### src/rtl/vga_scanout_if.sv
// VRAM read port between the scanout engine (master) and a synchronous VRAM (slave).
interface vga_scanout_if #(
    parameter int ADDR_W = 18
);
    logic [ADDR_W-1:0] vram_raddr;
    logic [15:0]       vram_rdata;

    modport master (output vram_raddr, input vram_rdata);
    modport slave  (input vram_raddr, output vram_rdata);
endinterface

### src/rtl/vga_scanout.sv
// VGA timing generator and framebuffer scanout: fetches 16-bit VRAM words and
// unpacks them to 4:4:4 RGB as 1 bpp mono or 8 bpp 2:2:2 colour.
module vga_scanout #(
    parameter int ADDR_W       = 18,
    parameter int H_ACTIVE     = 640,
    parameter int H_FP         = 16,
    parameter int H_SYNC       = 96,
    parameter int H_BP         = 48,
    parameter int V_ACTIVE     = 480,
    parameter int V_FP         = 10,
    parameter int V_SYNC       = 2,
    parameter int V_BP         = 33,
    parameter bit SYNC_POL     = 1'b0,
    parameter int READ_LATENCY = 1
) (
    input  logic              clk,
    input  logic              resetn,
    input  logic              clken,
    input  logic              mode,
    input  logic [ADDR_W-1:0] base_addr,
    vga_scanout_if.master     vram,
    output logic              h_sync,
    output logic              v_sync,
    output logic [3:0]        red,
    output logic [3:0]        green,
    output logic [3:0]        blue,
    output logic              vblank,
    output logic              frame_start
);
    localparam int H_TOTAL = H_ACTIVE + H_FP + H_SYNC + H_BP;
    localparam int V_TOTAL = V_ACTIVE + V_FP + V_SYNC + V_BP;
    localparam int HW      = $clog2(H_TOTAL);
    localparam int VW      = $clog2(V_TOTAL);
    localparam int RL      = READ_LATENCY;

    logic [HW-1:0]     hc_q;
    logic [VW-1:0]     vc_q;
    logic              mode_q;
    logic [ADDR_W-1:0] ptr_q;
    logic [ADDR_W-1:0] raddr_q;
    logic [RL:0]       act_pipe_q;
    logic [RL:0]       hs_pipe_q;
    logic [RL:0]       vs_pipe_q;
    logic [RL-1:0]     ld_pipe_q;
    logic [15:0]       sh_q, sh_d;
    logic [11:0]       rgb_q, rgb_d;
    logic              hs_q, vs_q, fs_q;

    logic h_end, v_end, wrap, act_c, hs_c, vs_c, fetch_c;

    // Counter-stage decode; everything below is a delayed copy of these.
    assign h_end   = (hc_q == HW'(H_TOTAL - 1));
    assign v_end   = (vc_q == VW'(V_TOTAL - 1));
    assign wrap    = h_end && v_end;
    assign act_c   = (hc_q < HW'(H_ACTIVE)) && (vc_q < VW'(V_ACTIVE));
    assign hs_c    = (hc_q >= HW'(H_ACTIVE + H_FP)) && (hc_q < HW'(H_ACTIVE + H_FP + H_SYNC));
    assign vs_c    = (vc_q >= VW'(V_ACTIVE + V_FP)) && (vc_q < VW'(V_ACTIVE + V_FP + V_SYNC));
    assign fetch_c = act_c && (mode_q ? (hc_q[0] == 1'b0) : (hc_q[3:0] == 4'd0));

    // The word arrives exactly when its first pixel is due, so it replaces the
    // shifter contents; otherwise the next pixel moves to the front.
    always_comb begin
        sh_d = sh_q;
        if (ld_pipe_q[RL-1])
            sh_d = vram.vram_rdata;
        else if (mode_q)
            sh_d = {sh_q[7:0], 8'h00};
        else
            sh_d = {1'b0, sh_q[15:1]};
    end

    always_comb begin
        rgb_d = 12'h000;
        if (act_pipe_q[RL]) begin
            if (mode_q)
                rgb_d = {sh_q[13:12], sh_q[13:12], sh_q[11:10], sh_q[11:10], sh_q[9:8], sh_q[9:8]};
            else
                rgb_d = {12{~sh_q[0]}};
        end
    end

    always_ff @(posedge clk or negedge resetn) begin
        if (!resetn) begin
            hc_q       <= HW'(H_TOTAL - 1);
            vc_q       <= VW'(V_TOTAL - 1);
            mode_q     <= 1'b0;
            ptr_q      <= '0;
            raddr_q    <= '0;
            act_pipe_q <= '0;
            hs_pipe_q  <= '0;
            vs_pipe_q  <= '0;
            ld_pipe_q  <= '0;
            sh_q       <= '0;
            rgb_q      <= '0;
            hs_q       <= !SYNC_POL;
            vs_q       <= !SYNC_POL;
            fs_q       <= 1'b0;
        end else begin
            fs_q <= clken && wrap;
            if (clken) begin
                if (h_end) begin
                    hc_q <= '0;
                    vc_q <= v_end ? '0 : vc_q + VW'(1);
                end else begin
                    hc_q <= hc_q + HW'(1);
                end

                if (wrap) begin
                    mode_q <= mode;
                    ptr_q  <= base_addr;
                end else if (fetch_c) begin
                    raddr_q <= ptr_q;
                    ptr_q   <= ptr_q + ADDR_W'(1);
                end

                act_pipe_q[0] <= act_c;
                hs_pipe_q[0]  <= hs_c;
                vs_pipe_q[0]  <= vs_c;
                ld_pipe_q[0]  <= fetch_c;
                for (int i = RL; i > 0; i--) begin
                    act_pipe_q[i] <= act_pipe_q[i-1];
                    hs_pipe_q[i]  <= hs_pipe_q[i-1];
                    vs_pipe_q[i]  <= vs_pipe_q[i-1];
                end
                for (int i = RL - 1; i > 0; i--)
                    ld_pipe_q[i] <= ld_pipe_q[i-1];

                sh_q  <= sh_d;
                rgb_q <= rgb_d;
                hs_q  <= hs_pipe_q[RL] ? SYNC_POL : !SYNC_POL;
                vs_q  <= vs_pipe_q[RL] ? SYNC_POL : !SYNC_POL;
            end
        end
    end

    assign vram.vram_raddr = raddr_q;
    assign h_sync          = hs_q;
    assign v_sync          = vs_q;
    assign red             = rgb_q[11:8];
    assign green           = rgb_q[7:4];
    assign blue            = rgb_q[3:0];
    assign vblank          = (vc_q >= VW'(V_ACTIVE));
    assign frame_start     = fs_q;
endmodule

### src/flat_wrapper.sv
// flat-port wrapper written by rule: the top's interface ports become plain ports
module vga_scanout_flat 
#(
    parameter int ADDR_W       = 18,
    parameter int H_ACTIVE     = 640,
    parameter int H_FP         = 16,
    parameter int H_SYNC       = 96,
    parameter int H_BP         = 48,
    parameter int V_ACTIVE     = 480,
    parameter int V_FP         = 10,
    parameter int V_SYNC       = 2,
    parameter int V_BP         = 33,
    parameter bit SYNC_POL     = 1'b0,
    parameter int READ_LATENCY = 1
)
  (clk, resetn, clken, mode, base_addr, h_sync, v_sync, red, green, blue, vblank, frame_start, vram_vram_raddr, vram_vram_rdata);
  vga_scanout_if #(.ADDR_W(ADDR_W)) vram_i ();
  input  logic clk;
  input  logic resetn;
  input  logic clken;
  input  logic mode;
  input  logic [ADDR_W-1:0] base_addr;
  output logic h_sync;
  output logic v_sync;
  output logic [3:0] red;
  output logic [3:0] green;
  output logic [3:0] blue;
  output logic vblank;
  output logic frame_start;
  output wire logic [$bits(vram_i.vram_raddr)-1:0] vram_vram_raddr;
  input wire logic [$bits(vram_i.vram_rdata)-1:0] vram_vram_rdata;
  assign vram_vram_raddr = vram_i.vram_raddr;
  assign vram_i.vram_rdata = vram_vram_rdata;
  vga_scanout #(.ADDR_W(ADDR_W), .H_ACTIVE(H_ACTIVE), .H_FP(H_FP), .H_SYNC(H_SYNC), .H_BP(H_BP), .V_ACTIVE(V_ACTIVE), .V_FP(V_FP), .V_SYNC(V_SYNC), .V_BP(V_BP), .SYNC_POL(SYNC_POL), .READ_LATENCY(READ_LATENCY)) u_core (.clk(clk), .resetn(resetn), .clken(clken), .mode(mode), .base_addr(base_addr), .vram(vram_i), .h_sync(h_sync), .v_sync(v_sync), .red(red), .green(green), .blue(blue), .vblank(vblank), .frame_start(frame_start));
endmodule
### config.mk
export PLATFORM = sky130hd
export DESIGN_NAME = vga_scanout_flat
export DESIGN_NICKNAME = d
export VERILOG_FILES = /design/src/rtl/vga_scanout_if.sv /design/src/rtl/vga_scanout.sv /design/src/flat_wrapper.sv
export SDC_FILE = /design/constraint.sdc
export NUM_CORES = 1
export LEC_CHECK = 0
export ABC_AREA = 1
export BUFFER_PORTS_ARGS = -buffer_cell sky130_fd_sc_hd__clkbuf_2
export CAP_MARGIN = 20
export CORE_ASPECT_RATIO = 2
export CORE_MARGIN = 1.5
export CORE_UTILIZATION = 25
export CTS_CLUSTER_DIAMETER = 30
export DETAILED_ROUTE_END_ITERATION = 8
export PLACE_DENSITY = 0.49
export RECOVER_POWER = 25
export SYNTH_ARGS = -nofsm -noshare
export SYNTH_HDL_FRONTEND = slang
export SYNTH_SLANG_ARGS = --single-unit
### constraint.sdc
create_clock -name clk -period 3.1 [get_ports clk]
set_input_delay 0 -clock clk [delete_from_list [all_inputs] [get_ports clk]]
set_output_delay 0 -clock clk [all_outputs]
set_load 0.01 [all_outputs]
# Word-level counts from Yosys, hierarchy flattened
# Index checks and enable logic that the tools add are counted.
[totals] output_inout_bits=34 in_bits=38 word_cells=52 ff_bits=95
[classes] eq_ne=2 reduce_logical=12 n_addsub=3 muxes=11 bitwise=3 magnitude_cmp=7
[op_table] op="$mux W18" n=2
[op_table] op="$mux W16" n=2
[op_table] op="$mux W12" n=2
[op_table] op="$add A10 B1 Y10 const B" n=2
[op_table] op="$eq A10 B10 Y1 const B" n=2
[op_table] op="$ge A10 B9 Y1 const B" n=2
[op_table] op="$lt A10 B10 Y1 const B" n=2
[op_table] op="$lt A10 B9 Y1 const B" n=2
[op_table] op="$mux W10" n=2
[op_table] op="$add A18 B1 Y18 const B" n=1
[op_table] op="$ge A10 B10 Y1 const B" n=1
[op_table] op="$logic_and A1 B1 Y1" n=6
[op_table] op="$reduce_and A2 Y1" n=3
[op_table] op="$logic_not A4 Y1" n=1
[op_table] op="$mux W1" n=3
[op_table] op="$not A1 Y1" n=3
[op_table] op="$reduce_and A3 Y1" n=1
[op_table] op="$reduce_bool A2 Y1" n=1

# Logic depth before layout (Yosys ltp)
# Gate-level depths: netlist of run 1.
[logic_depth] word_depth=5 ltp_mapped=13 depth_no_buf=12

# Worst setup path after synthesis of run 1
# No wires, ideal clock.
[synth_path] path_type="register to register" startpoint="reg u_core.hc_q[0]" endpoint="reg u_core.ptr_q[10]" period_less_slack_ns=1.630 required_ns=2.983 slack_ns=1.470 n_path_buf=1 path_stages_with_launch=10 setup_time_ns=0.117 t_arrival_ns=1.513 cell_sequence="dfstp_2 > ha_1 > inv_1 > nor2_1 > nand3_1 > nor2_2 > buf_4 > nand2_1 > nand3_1 > nand2_1"
[synth_via] elab_chain_len=5 elab_cells_between_ends=11 classes_between="1 x order compare; 1 x eq/ne; 2 x mux; 1 x bitwise; 6 x reduce/logical"
[synth_lines] item="start, declared" line="vga_scanout.sv:36" rtl="logic [HW-1:0] hc_q;"
[synth_lines] item="start signal, assigned" line="vga_scanout.sv:84" rtl="hc_q <= HW'(H_TOTAL - 1);"
[synth_lines] item="start signal, assigned" line="vga_scanout.sv:105" rtl="hc_q <= hc_q + HW'(1);"
[synth_lines] item="$lt A10 B10 Y1 (tied with other cells)" line="vga_scanout.sv:55" rtl="assign act_c = (hc_q < HW'(H_ACTIVE)) && (vc_q < VW'(V_ACTIVE));"
[synth_lines] item="$logic_and A1 B1 Y1 or $mux W1 (tied branches)" line="vga_scanout.sv:55, vga_scanout.sv:58"
[synth_lines] item="$logic_and A1 B1 Y1" line="vga_scanout.sv:58" rtl="assign fetch_c = act_c && (mode_q ? (hc_q[0] == 1'b0) : (hc_q[3:0] == 4'd0));"
[synth_lines] item="$reduce_bool A2 Y1 (no source line)"
[synth_lines] item="$reduce_and A2 Y1 (no source line)"
[synth_lines] item="end signal, assigned" line="vga_scanout.sv:110" rtl="ptr_q <= base_addr;"
[synth_lines] item="end signal, assigned" line="vga_scanout.sv:113" rtl="ptr_q <= ptr_q + ADDR_W'(1);"
[synth_lines] item="end, declared" line="vga_scanout.sv:39" rtl="logic [ADDR_W-1:0] ptr_q;"
# Parallel ways exist; a longest one is shown, timed or not.
# A chain may end at the register's enable or synchronous reset.

# Final worst setup path of run 1
[layout_path] startpoint="reg u_core.hc_q[0]" endpoint="reg u_core.ptr_q[0]"
# The elaborated chain is that of the path after synthesis.

==> flow_metrics.py, run 1 <==
metrics = {
    "run_status": {
        "status": "finished with violations",
        "violations": "negative hold slack",
    },
    "power": {
        "p_leak_uw": 0.00288,
        "internal_power_uw": 2500,
        "pwr-share-seq_pct": 44.0,
        "p_sw_share_pct": 32.6,
        "p_sw_uw": 1210,
        "ir_drop_uv": 325,
        "combinationalPowerShare_pct": 21.5,
        "fin_total_pwr_uw": 3700,
        "clkPwrFrac_pct": 34.5,
        "powerDensity_nw_per_um2": 625,
    },
    "placed_design": {
        "finalWeightedCongestion": 0.840,
        "hpwlAfterDp_um": 10500,
        "place_ws_ps": 1070,
        "placed_area_um2": 5370,
        "io_buffers": 71,
    },
    "floorplan": {
        "initial_core_util_pct": 25.5,
        "io_pins": 72,
        "rows": 71,
        "die_area_um2": 20100,
        "design.core.area_um2": 18800,
        "die_h_um": 199,
        "die_w_um": 101,
    },
    "worst_setup_path": {
        "cpPeakStageDelay_ps": 560,
        "critPathMostFrequentCell": "nand3_1",
        "cp_data_required_time_ps": 3380,
        "cp_cell_sequence": "inv_1 > ha_1 > nand3_1 > nand2_1 > nand3_2 > buf_4 > nand3_1 > o21ai_2",
        "path_max_fanout": 34,
        "crit_slowest_cell": "dfstp_2",
        "critPathLaunchType": "flop",
        "critical_path_class": "reg -> reg",
        "endpoint_kind": "flop",
        "critPathArrivalTime_ps": 2330,
    },
    "clock_tree": {
        "cts_tree": "yes",
        "htreeDepth": 3,
        "cts_made_buffers": 9,
        "cts_resized": 0,
        "cts_max_path_buffers": 2,
        "cts_root_buf": "clkbuf_16",
        "clk_pin_slew_ps": 70,
        "clkSinkCount": 89,
        "clk_latency_ps": 350,
    },
    "timing": {
        "hold_violations": 2,
        "finalSetupViolCount": 0,
        "period_share_pct": 66.1,
        "tightest_slew_ps": 1220,
        "setup_slack_ps": 1050,
        "rsz0062_at_grt": "false",
        "whs_ps": -12.5,
        "min_period_ps": 2050,
        "fin_skew_ps": 10.1,
        "maxSlewHeadroom_pct": 19.0,
        "setup_tns_ps": 0,
        "finalMaxSlewViolations": 0,
        "max_freq_mhz": 488,
    },
    "yosys": {
        "synth_nets": 678,
        "synth_area_leaders": "dfrtp_1, nand2_1, nand3_1, dfstp_2, inv_1",
        "synth.largest_area_cell": "dfrtp_1",
        "yosysSeqAreaShare_pct": 46.8,
        "synth_top_flop_cell": "dfrtp_1",
        "syn_inst": 635,
        "avgSynthCellArea_um2": 7.55,
        "synth_warnings": 0,
        "synth_seq_cells": 89,
        "syn_area_um2": 4790,
        "synthArstFlopShare_pct": 100,
        "yosysUniqueCellTypes": 36,
        "synth_edf_count": 0,
        "synth_top_area_share_pct": 40.2,
    },
    "grt": {
        "grt_usage_pct": 14.7,
        "antenna_found_initial": 0,
        "grt_pass1_vias": 4390,
        "grt_overflow_total": 0,
        "grt_max_degree": 47,
        "grt_pass1_wl_um": 22400,
    },
    "detailed_routing": {
        "remaining_drc_errors": 0,
        "via_per_inst": 4.45,
        "wl_um": 13800,
        "num_vias": 4354,
        "drt-initial-drc-count": 167,
        "drtPass1Iterations": 4,
        "routedWlPerCell_um": 14.1,
        "postRouteAntennaNets": 0,
    },
    "cells_and_area": {
        "fin_area_um2": 5920,
        "drive_gt1_share_pct": 16.2,
        "area_delta_synth_final_pct": 23.5,
        "diodes": 0,
        "nets": 762,
        "final_common_cell": "nand2_1",
        "final_cell_mix": "nand2_1, dfrtp_1, inv_1",
    },
    "worst_hold_path": {
        "hp-class": "in -> reg",
    },
    "run": {
        "drv_cap": 0,
    },
}
-- power groups by stage --
stage	clock, µW	combinational [µW]	sequential, µW
final	1280	795	1630
after global routing	1360	914	1660
after CTS	1310	817	1630
after detailed placement	0	792	1650
after global placement	0	792	1650
after floorplan	0	558	1590
-- worst max-delay path, delay by kind of cell (launching register included) --
family,cells,cell delay (ps)
AND/OR/NAND/NOR,4,610
flip-flops,1,560
buffers and inverters,2,510
adder cells (fa/ha/maj),1,200
AO/OA/AOI/OAI,1,70
-- per-layer routing --
layer  global-route usage [%]  routed length [µm]
met3                     1.55                 298
met5                        0                   0
met4                     5.81                 282
met2                     30.3                8150
met1                     14.1                5120
-- stage by stage --
stage | instances | util (%)
floorplan | 635 | -
global placement | 941 | 28.5
detailed placement | 941 | 28.5
CTS | 979 | 31.5
global route | 979 | 31.4
finish | 979 | 31.4
-- final cells by class --
| type | count | area, µm² |
|---|---|---|
| multi-input cells | 445 | 2120 |
| inverters | 74 | 278 |
| repair buffers | 100 | 619 |
| clock buffers | 9 | 225 |
| fillers | 2111 | 12900 |
| flip-flops and latches | 89 | 2240 |
| well taps | 255 | 319 |
| clock inverters | 7 | 116 |
-- sequential cells by signal (all words and copies together) (netlist names) --
register / flops
u_core.rgb_q: 6
u_core.mode_q: 1
u_core.vs_pipe_q: 2
u_core.act_pipe_q: 2
u_core.ld_pipe_q: 1
u_core.v_sync: 1
u_core.ptr_q: 18
u_core.vc_q: 10
u_core.sh_q: 16
u_core.hc_q: 10
u_core.hs_pipe_q: 2
u_core.vram.vram_raddr: 18
u_core.h_sync: 1
u_core.frame_start: 1
-- logic make-up after synthesis --
logic type               synth area share, %
AND/OR/NAND/NOR                         30.3
buffers and inverters                   9.00
flip-flops                              46.8
AO/OA/AOI/OAI                           10.2
XOR/XNOR                                2.37
adder cells (fa/ha/maj)                 1.30
-- final timing paths --
check | start | end | slack [ps] | cells past startpoint
setup / recovery | u_core.hc_q[0]$_DFFE_PN1P_ | u_core.ptr_q[0]$_DFFE_PN0P_ | 1050 | 8
hold / removal | base_addr[1] | u_core.ptr_q[1]$_DFFE_PN0P_ | -10 | 5
setup reg to reg | u_core.hc_q[0]$_DFFE_PN1P_ | u_core.ptr_q[0]$_DFFE_PN0P_ | 1050 | 8
hold reg to reg | u_core.hs_pipe_q[1]$_DFFE_PN0P_ | u_core.h_sync$_DFFE_PN1P_ | 450 | 1
max in group asynchronous | resetn | u_core.h_sync$_DFFE_PN1P_ | 1620 | 3
min in group asynchronous | resetn | u_core.vram.vram_raddr[4]$_DFFE_PN0P_ | 430 | 2
-- synthesized netlist by cell type, drive strengths merged, types with 7 or more instances --
cell	instances
nor2	64
o21ai	63
nand4	7
xor2	11
dfstp	12
a22oi	13
clkbuf	10
nand2	190
buf	17
inv	74
dfrtp	77
a21oi	7
nand3	66
-- repair_timing --
action	CTS	global route
endpoints found under the setup margin	0	0
buffers inserted	0	0
hold endpoints to repair	60	0
hold buffers	22	0
Note: power is estimated with default switching activity, not from simulation.
==> inputs of run 2 (changes only) <==
- PLACE_DENSITY: 0.49 -> 0.51
- clock period: 3.1 -> 1.7 ns (I/O delays scaled with it)
==> flow_metrics.py, run 2 (synthesized netlist as in run 1, its figures left out) <==
metrics = {
    "run_status": {
        "status": "finished with violations",
        "violations": "negative setup slack",
    },
    "timing": {
        "hold_violations": 0,
        "tightest_slew_ps": 986,
        "finalSetupViolCount": 12,
        "setup_tns_ps": -115,
        "finalMaxSlewViolations": 0,
        "min_period_ps": 1730,
        "rsz0062_at_grt": "true",
        "maxSlewHeadroom_pct": 34.3,
        "max_freq_mhz": 579,
        "period_share_pct": 102,
        "fin_skew_ps": 8.26,
        "whs_ps": 12.9,
        "setup_slack_ps": -26.1,
    },
    "power": {
        "p_leak_uw": 0.00333,
        "ir_drop_uv": 436,
        "powerDensity_nw_per_um2": 1020,
        "p_sw_share_pct": 35.4,
        "clkPwrFrac_pct": 27.1,
        "internal_power_uw": 4560,
        "pwr-share-seq_pct": 41.4,
        "combinationalPowerShare_pct": 31.5,
        "p_sw_uw": 2490,
    },
    "placed_design": {
        "hpwlAfterDp_um": 10800,
        "place_ws_ps": -105,
        "io_buffers": 71,
        "finalWeightedCongestion": 0.842,
    },
    "clock_tree": {
        "cts_tree": "yes",
        "clkSinkCount": 89,
        "clk_latency_ps": 350,
        "clk_pin_slew_ps": 70,
        "cts_made_buffers": 9,
        "htreeDepth": 3,
        "cts_root_buf": "clkbuf_16",
        "cts_max_path_buffers": 2,
    },
    "worst_setup_path": {
        "r2r_cells": 10,
        "critical_path_class": "reg -> reg",
        "worstReg2RegStart": "u_core.vc_q[1]$_DFFE_PN0P_",
        "crit_slowest_cell": "dfrtp_1",
        "cp_cell_sequence": "inv_2 > ha_4 > inv_2 > nor2_2 > nand3_2 > nor2_4 > nand2_8 > clkbuf_16 > nand3_2 > nand2_1",
        "critPathTopFamily": "simple AND/OR/NAND/NOR gates",
        "cp_data_required_time_ps": 1940,
        "cp_num_buf_inv": 3,
        "cpPeakStageDelay_ps": 390,
        "r2r_slack_ps": -30,
        "cp-startpoint": "u_core.vc_q[1]$_DFFE_PN0P_",
        "critPathLaunchType": "flop",
        "r2r_end": "u_core.ptr_q[9]$_DFFE_PN0P_",
        "path_max_fanout": 8,
        "endpoint_kind": "flop",
        "critPathArrivalTime_ps": 1970,
    },
    "floorplan": {
        "die_area_um2": 20100,
        "die_w_um": 101,
        "die_h_um": 199,
        "design.core.area_um2": 18800,
        "io_pins": 72,
        "initial_core_util_pct": 25.5,
        "rows": 71,
    },
    "cells_and_area": {
        "diodes": 0,
        "n_fill_cell": 2063,
        "nets": 835,
        "final_common_cell": "nand2_1",
        "drive_gt1_share_pct": 29.7,
        "area_delta_synth_final_pct": 44.4,
        "final_cell_mix": "nand2_1, dfrtp_1, clkbuf_2",
    },
    "detailed_routing": {
        "wl_um": 16000,
        "drtPass1Iterations": 5,
        "postRouteAntennaNets": 0,
        "via_per_inst": 4.57,
        "routedWlPerCell_um": 15.2,
        "remaining_drc_errors": 0,
        "drt-initial-drc-count": 154,
        "num_vias": 4809,
    },
    "grt": {
        "grt_usage_pct": 14.9,
        "grt_pass1_wl_um": 22800,
        "antenna_found_initial": 0,
        "grt_overflow_total": 0,
        "grt_pass1_vias": 4489,
        "grt_max_degree": 39,
    },
    "run": {
        "drv_cap": 0,
    },
    "worst_hold_path": {
        "holdPathEnd": "u_core.sh_q[12]$_DFFE_PN0P_",
        "whs_path_depth": 5,
        "hp-class": "in -> reg",
        "hold_start": "vram_vram_rdata[12]",
    },
}
==> run 2: cell types whose count changed in the layout (fill, tap and decap cells not counted), sizes merged <==
cell	before	now
dlygate4sd3	22	29
clkinv	2	3
bufinv	3	0
nand2	190	193
buf	7	60
clkinvlp	1	2
inv	75	76
clkbuf	80	90
==> run 2: per-stage QoR <==
| stage | util, % | area (µm²) | instances | power [µW] |
|---|---|---|---|---|
| floorplan | - | 4790 | 635 | 3930 |
| global placement | 30.6 | 5770 | 987 | 4670 |
| CTS | 33.9 | 6390 | 1032 | 6720 |
| finish | 36.8 | 6920 | 1052 | 7050 |
| detailed placement | 30.6 | 5770 | 987 | 4670 |
| global route | 36.8 | 6920 | 1052 | 7490 |
==> run 2: worst max path at each step <==
stage                                               to  slack, ps  cells after the start
after global routing      u_core.ptr_q[11]$_DFFE_PN0P_       -100                     10
after detailed placement    u_core.vc_q[1]$_DFFE_PN0P_       -100                      9
after floorplan           u_core.ptr_q[10]$_DFFE_PN0P_         70                      9
final                      u_core.ptr_q[9]$_DFFE_PN0P_        -30                     10
after global placement      u_core.vc_q[1]$_DFFE_PN0P_        -90                      9
after CTS                 u_core.ptr_q[17]$_DFFE_PN0P_         -7                     12
==> run 2: per-layer routing <==
metal | GRT usage [%] | wire length (µm)
met4 | 7.92 | 683
met3 | 1.72 | 480
met5 | 0 | 0
met2 | 29.5 | 9390
met1 | 14.4 | 5430
==> run 2: cell type report <==
class	instances	area [µm²]	area share, %
Multi-Input combinational cell	448	2410	34.8
Sequential cell	89	2240	32.4
Timing Repair Buffer	170	1390	20.1
Tap cell	255	319	4.61
Inverter	74	285	4.12
Clock buffer	9	225	3.25
Clock inverter	7	53.8	0.777
==> run 2: worst register-to-register path, cell delays in order (launching register included) <==
cell and delay (ps):
dfrtp_1 390, inv_2 90, ha_4 150, inv_2 40, nor2_2 100, nand3_2 100, nor2_4 260, nand2_8 180
clkbuf_16 210, nand3_2 50, nand2_1 50
==> run 2: timing repair <==
| item | 4_1_cts | 5_1_grt |
|---|---|---|
| pin swaps | 3 | 23 |
| endpoints found under the hold margin | 58 | 0 |
| buffers inserted | 0 | 7 |
| resized for setup | 11 | 68 |
| setup endpoints to repair | 23 | 44 |
| hold buffers | 29 | 0 |
| cloned | 0 | 13 |
==> run 2: power groups by stage <==
stage	combinational (µW)	clock, µW	sequential [µW]
global route	2450	2070	2970
detailed placement	1730	0	2940
CTS	1820	2000	2900
finish	2220	1910	2920
global placement	1720	0	2940
floorplan	1020	0	2910
==> inputs of run 3 (changes only) <==
- ABC_AREA: 1 -> default
- REMOVE_ABC_BUFFERS: default -> 1
==> flow_metrics.py, run 3 <==
metrics = {
    "timing": {
        "finalSetupViolCount": 45,
        "setup_slack_ps": -225,
        "hold_violations": 0,
        "finalMaxSlewViolations": 0,
        "rsz0062_at_grt": "true",
        "fin_skew_ps": 9.51,
        "setup_tns_ps": -5900,
        "period_share_pct": 113,
        "maxSlewHeadroom_pct": 35.0,
        "max_freq_mhz": 519,
        "tightest_slew_ps": 975,
        "min_period_ps": 1920,
    },
    "floorplan": {
        "initial_core_util_pct": 25.5,
        "design.core.area_um2": 17300,
        "io_pins": 72,
        "die_h_um": 191,
        "rows": 68,
        "die_w_um": 96.8,
        "die_area_um2": 18400,
    },
    "yosys": {
        "synthXorXnorAreaFrac_pct": 1.79,
        "avgSynthCellArea_um2": 10.2,
        "synth_edf_count": 0,
        "syn_inst": 430,
        "synth_top_flop_cell": "dfrtp_1",
        "synthTopCellsByCount": "dfrtp_1, o21ai_0, nand2_1",
        "synthArstFlopShare_pct": 100,
        "synth_most_common_cell": "dfrtp_1",
        "synth_compound_area_share_pct": 16.5,
        "yosys.area_share.simple_pct": 13.5,
        "synth_top_area_share_pct": 43.8,
        "synth.largest_area_cell": "dfrtp_1",
        "yosysUniqueCellTypes": 52,
        "synth_area_leaders": "dfrtp_1, dfstp_2, mux2_2, o21ai_0, mux2i_1",
        "synth_seq_cells": 89,
        "yosysSeqAreaShare_pct": 51.0,
        "synthMuxAreaShare_pct": 10.2,
        "syn_area_um2": 4400,
        "synthAdderAreaFrac_pct": 1.42,
        "synth_top_family_by_area": "compound AO/OA/AOI/OAI gates",
        "synth_warnings": 0,
    },
    "grt": {
        "antenna_found_initial": 0,
        "grt_pass1_vias": 4026,
        "grt_pass1_wl_um": 19900,
        "grt_overflow_total": 0,
        "grt_usage_pct": 13.4,
        "grt_max_degree": 49,
    },
    "cells_and_area": {
        "final_cell_mix": "dfrtp_1, clkbuf_2, buf_4",
        "fin_area_um2": 6550,
        "area_delta_synth_final_pct": 49.1,
        "drive_gt1_share_pct": 43.2,
        "nets": 631,
        "diodes": 0,
        "fin_cells": 803,
        "final_common_cell": "dfrtp_1",
    },
    "worst_setup_path": {
        "r2r_cells": 7,
        "critPathArrivalTime_ps": 2140,
        "cp_data_required_time_ps": 1920,
        "r2r_slack_ps": -220,
        "endpoint_kind": "flop",
        "r2r_end": "u_core.ptr_q[8]$_DFFE_PN0P_",
        "critPathLaunchType": "flop",
        "critical_path_class": "reg -> reg",
        "path_max_fanout": 7,
        "worstReg2RegStart": "u_core.vc_q[3]$_DFFE_PN1P_",
    },
    "clock_tree": {
        "clkSinkCount": 89,
        "htreeDepth": 3,
        "cts_root_buf": "clkbuf_16",
        "cts_made_buffers": 9,
        "clk_latency_ps": 340,
        "clk_pin_slew_ps": 70,
        "cts_tree": "yes",
        "cts_max_path_buffers": 2,
    },
    "detailed_routing": {
        "postRouteAntennaNets": 0,
        "drt-initial-drc-count": 145,
        "top_layer": "met4",
        "via_per_inst": 4.79,
        "num_vias": 3846,
        "remaining_drc_errors": 0,
        "wl_met1_um": 4880,
        "wl_met2_um": 6880,
        "drtPass1Iterations": 4,
        "wl_um": 12400,
        "dr_wl_met3_um": 344,
        "routedWlPerCell_um": 15.4,
    },
    "power": {
        "ir_drop_uv": 428,
        "powerDensity_nw_per_um2": 941,
        "p_leak_uw": 0.00301,
    },
    "placed_design": {
        "placed_area_um2": 5380,
        "place_ws_ps": -262,
        "hpwlAfterDp_um": 8880,
        "placed_cells": 748,
        "finalWeightedCongestion": 0.848,
        "io_buffers": 71,
    },
    "run_status": {
        "status": "finished with violations",
        "violations": "negative setup slack",
    },
    "worst_hold_path": {
        "whs_path_depth": 3,
        "hold_start": "vram_vram_rdata[7]",
        "holdPathEnd": "u_core.sh_q[7]$_DFFE_PN0P_",
        "hp-class": "in -> reg",
    },
    "run": {
        "drv_cap": 0,
    },
}
## run 3: cell count changes after synthesis, sizes merged, moves of 5 or more
cell	change
a21oi	+18
a2bb2oi	+8
and3	+6
inv	-49
mux2	+24
mux2i	+18
nand2	-158
nand3	-53
nand4	+9
nor2	-41
nor3	+6
o211ai	+5
o21ai	-17
xor2	-8
## run 3: metal layers
metal / vias up / global-route usage [%]
met4: 0 / 4.74
met2: 86 / 25.8
met5: - / 0
met3: 19 / 1.87
li1: 1864 / -
met1: 1877 / 14.6
## run 3: worst max-delay path: stages, from the launching register on
cell	delay (ps)
dfstp_2	530
and4b_1	240
nand4_2	140
buf_6	160
or2_4	290
clkbuf_16	190
mux2i_1	160
o22ai_1	100
## run 3: worst max path at each step
stage	start	end	slack, ps	cells after the start
floorplan	u_core.hc_q[0]$_DFFE_PN1P_	u_core.ptr_q[12]$_DFFE_PN0P_	-980	7
global placement	u_core.vc_q[3]$_DFFE_PN1P_	u_core.ptr_q[0]$_DFFE_PN0P_	-200	7
detailed placement	u_core.hc_q[0]$_DFFE_PN1P_	u_core.vc_q[7]$_DFFE_PN0P_	-260	7
CTS	u_core.hc_q[0]$_DFFE_PN1P_	u_core.ptr_q[0]$_DFFE_PN0P_	-230	10
global route	u_core.vc_q[2]$_DFFE_PN1P_	u_core.ptr_q[0]$_DFFE_PN0P_	-300	8
finish	u_core.vc_q[3]$_DFFE_PN1P_	u_core.ptr_q[8]$_DFFE_PN0P_	-220	7
## run 3: repair_timing
| item | CTS | global route |
|---|---|---|
| cloned | 2 | 2 |
| hold buffers | 21 | 1 |
| setup endpoints to repair | 43 | 51 |
| pin swaps | 11 | 17 |
| buffers inserted | 11 | 3 |
| endpoints found under the hold margin | 98 | 1 |
| resized for setup | 82 | 35 |
## run 3: where the power goes
group | internal [µW] | leakage [µW] | total [µW] | switching (µW)
logic | 729 | 0.00177 | 1460 | 733
clock network | 1160 | 0.000144 | 2030 | 871
registers | 2440 | 0.00109 | 2670 | 230
## run 3: logic make-up (layout without fill, tap and decap cells)
| group | count (synthesis) | in the layout |
|---|---|---|
| compound gates | 117 | 117 |
| fa+ha+maj | 5 | 5 |
| xor+xnor | 9 | 9 |
| simple gates | 115 | 115 |
| flops | 89 | 89 |
| mux | 42 | 42 |
| buf+inv | 53 | 216 |
## run 3: cell type report
type	count	area, µm²
fillers	1720	10700
multi-input cells	288	2300
flip-flops and latches	89	2240
repair buffers	175	1350
well taps	210	263
clock buffers	10	229
inverters	25	93.8
clock inverters	6	72.6
## run 3: through the flow
stage / total power (µW) / hold WS (ps) / util (%)
6_report: 6170 / 8.35 / 37.9
5_1_grt: 6490 / 3.84 / 37.9
4_1_cts: 6190 / 0.275 / 36.5
3_5_place_dp: 3960 / -116 / 31.1
3_3_place_gp: 3920 / -114 / 31.1
2_1_floorplan: 3270 / -296 / -
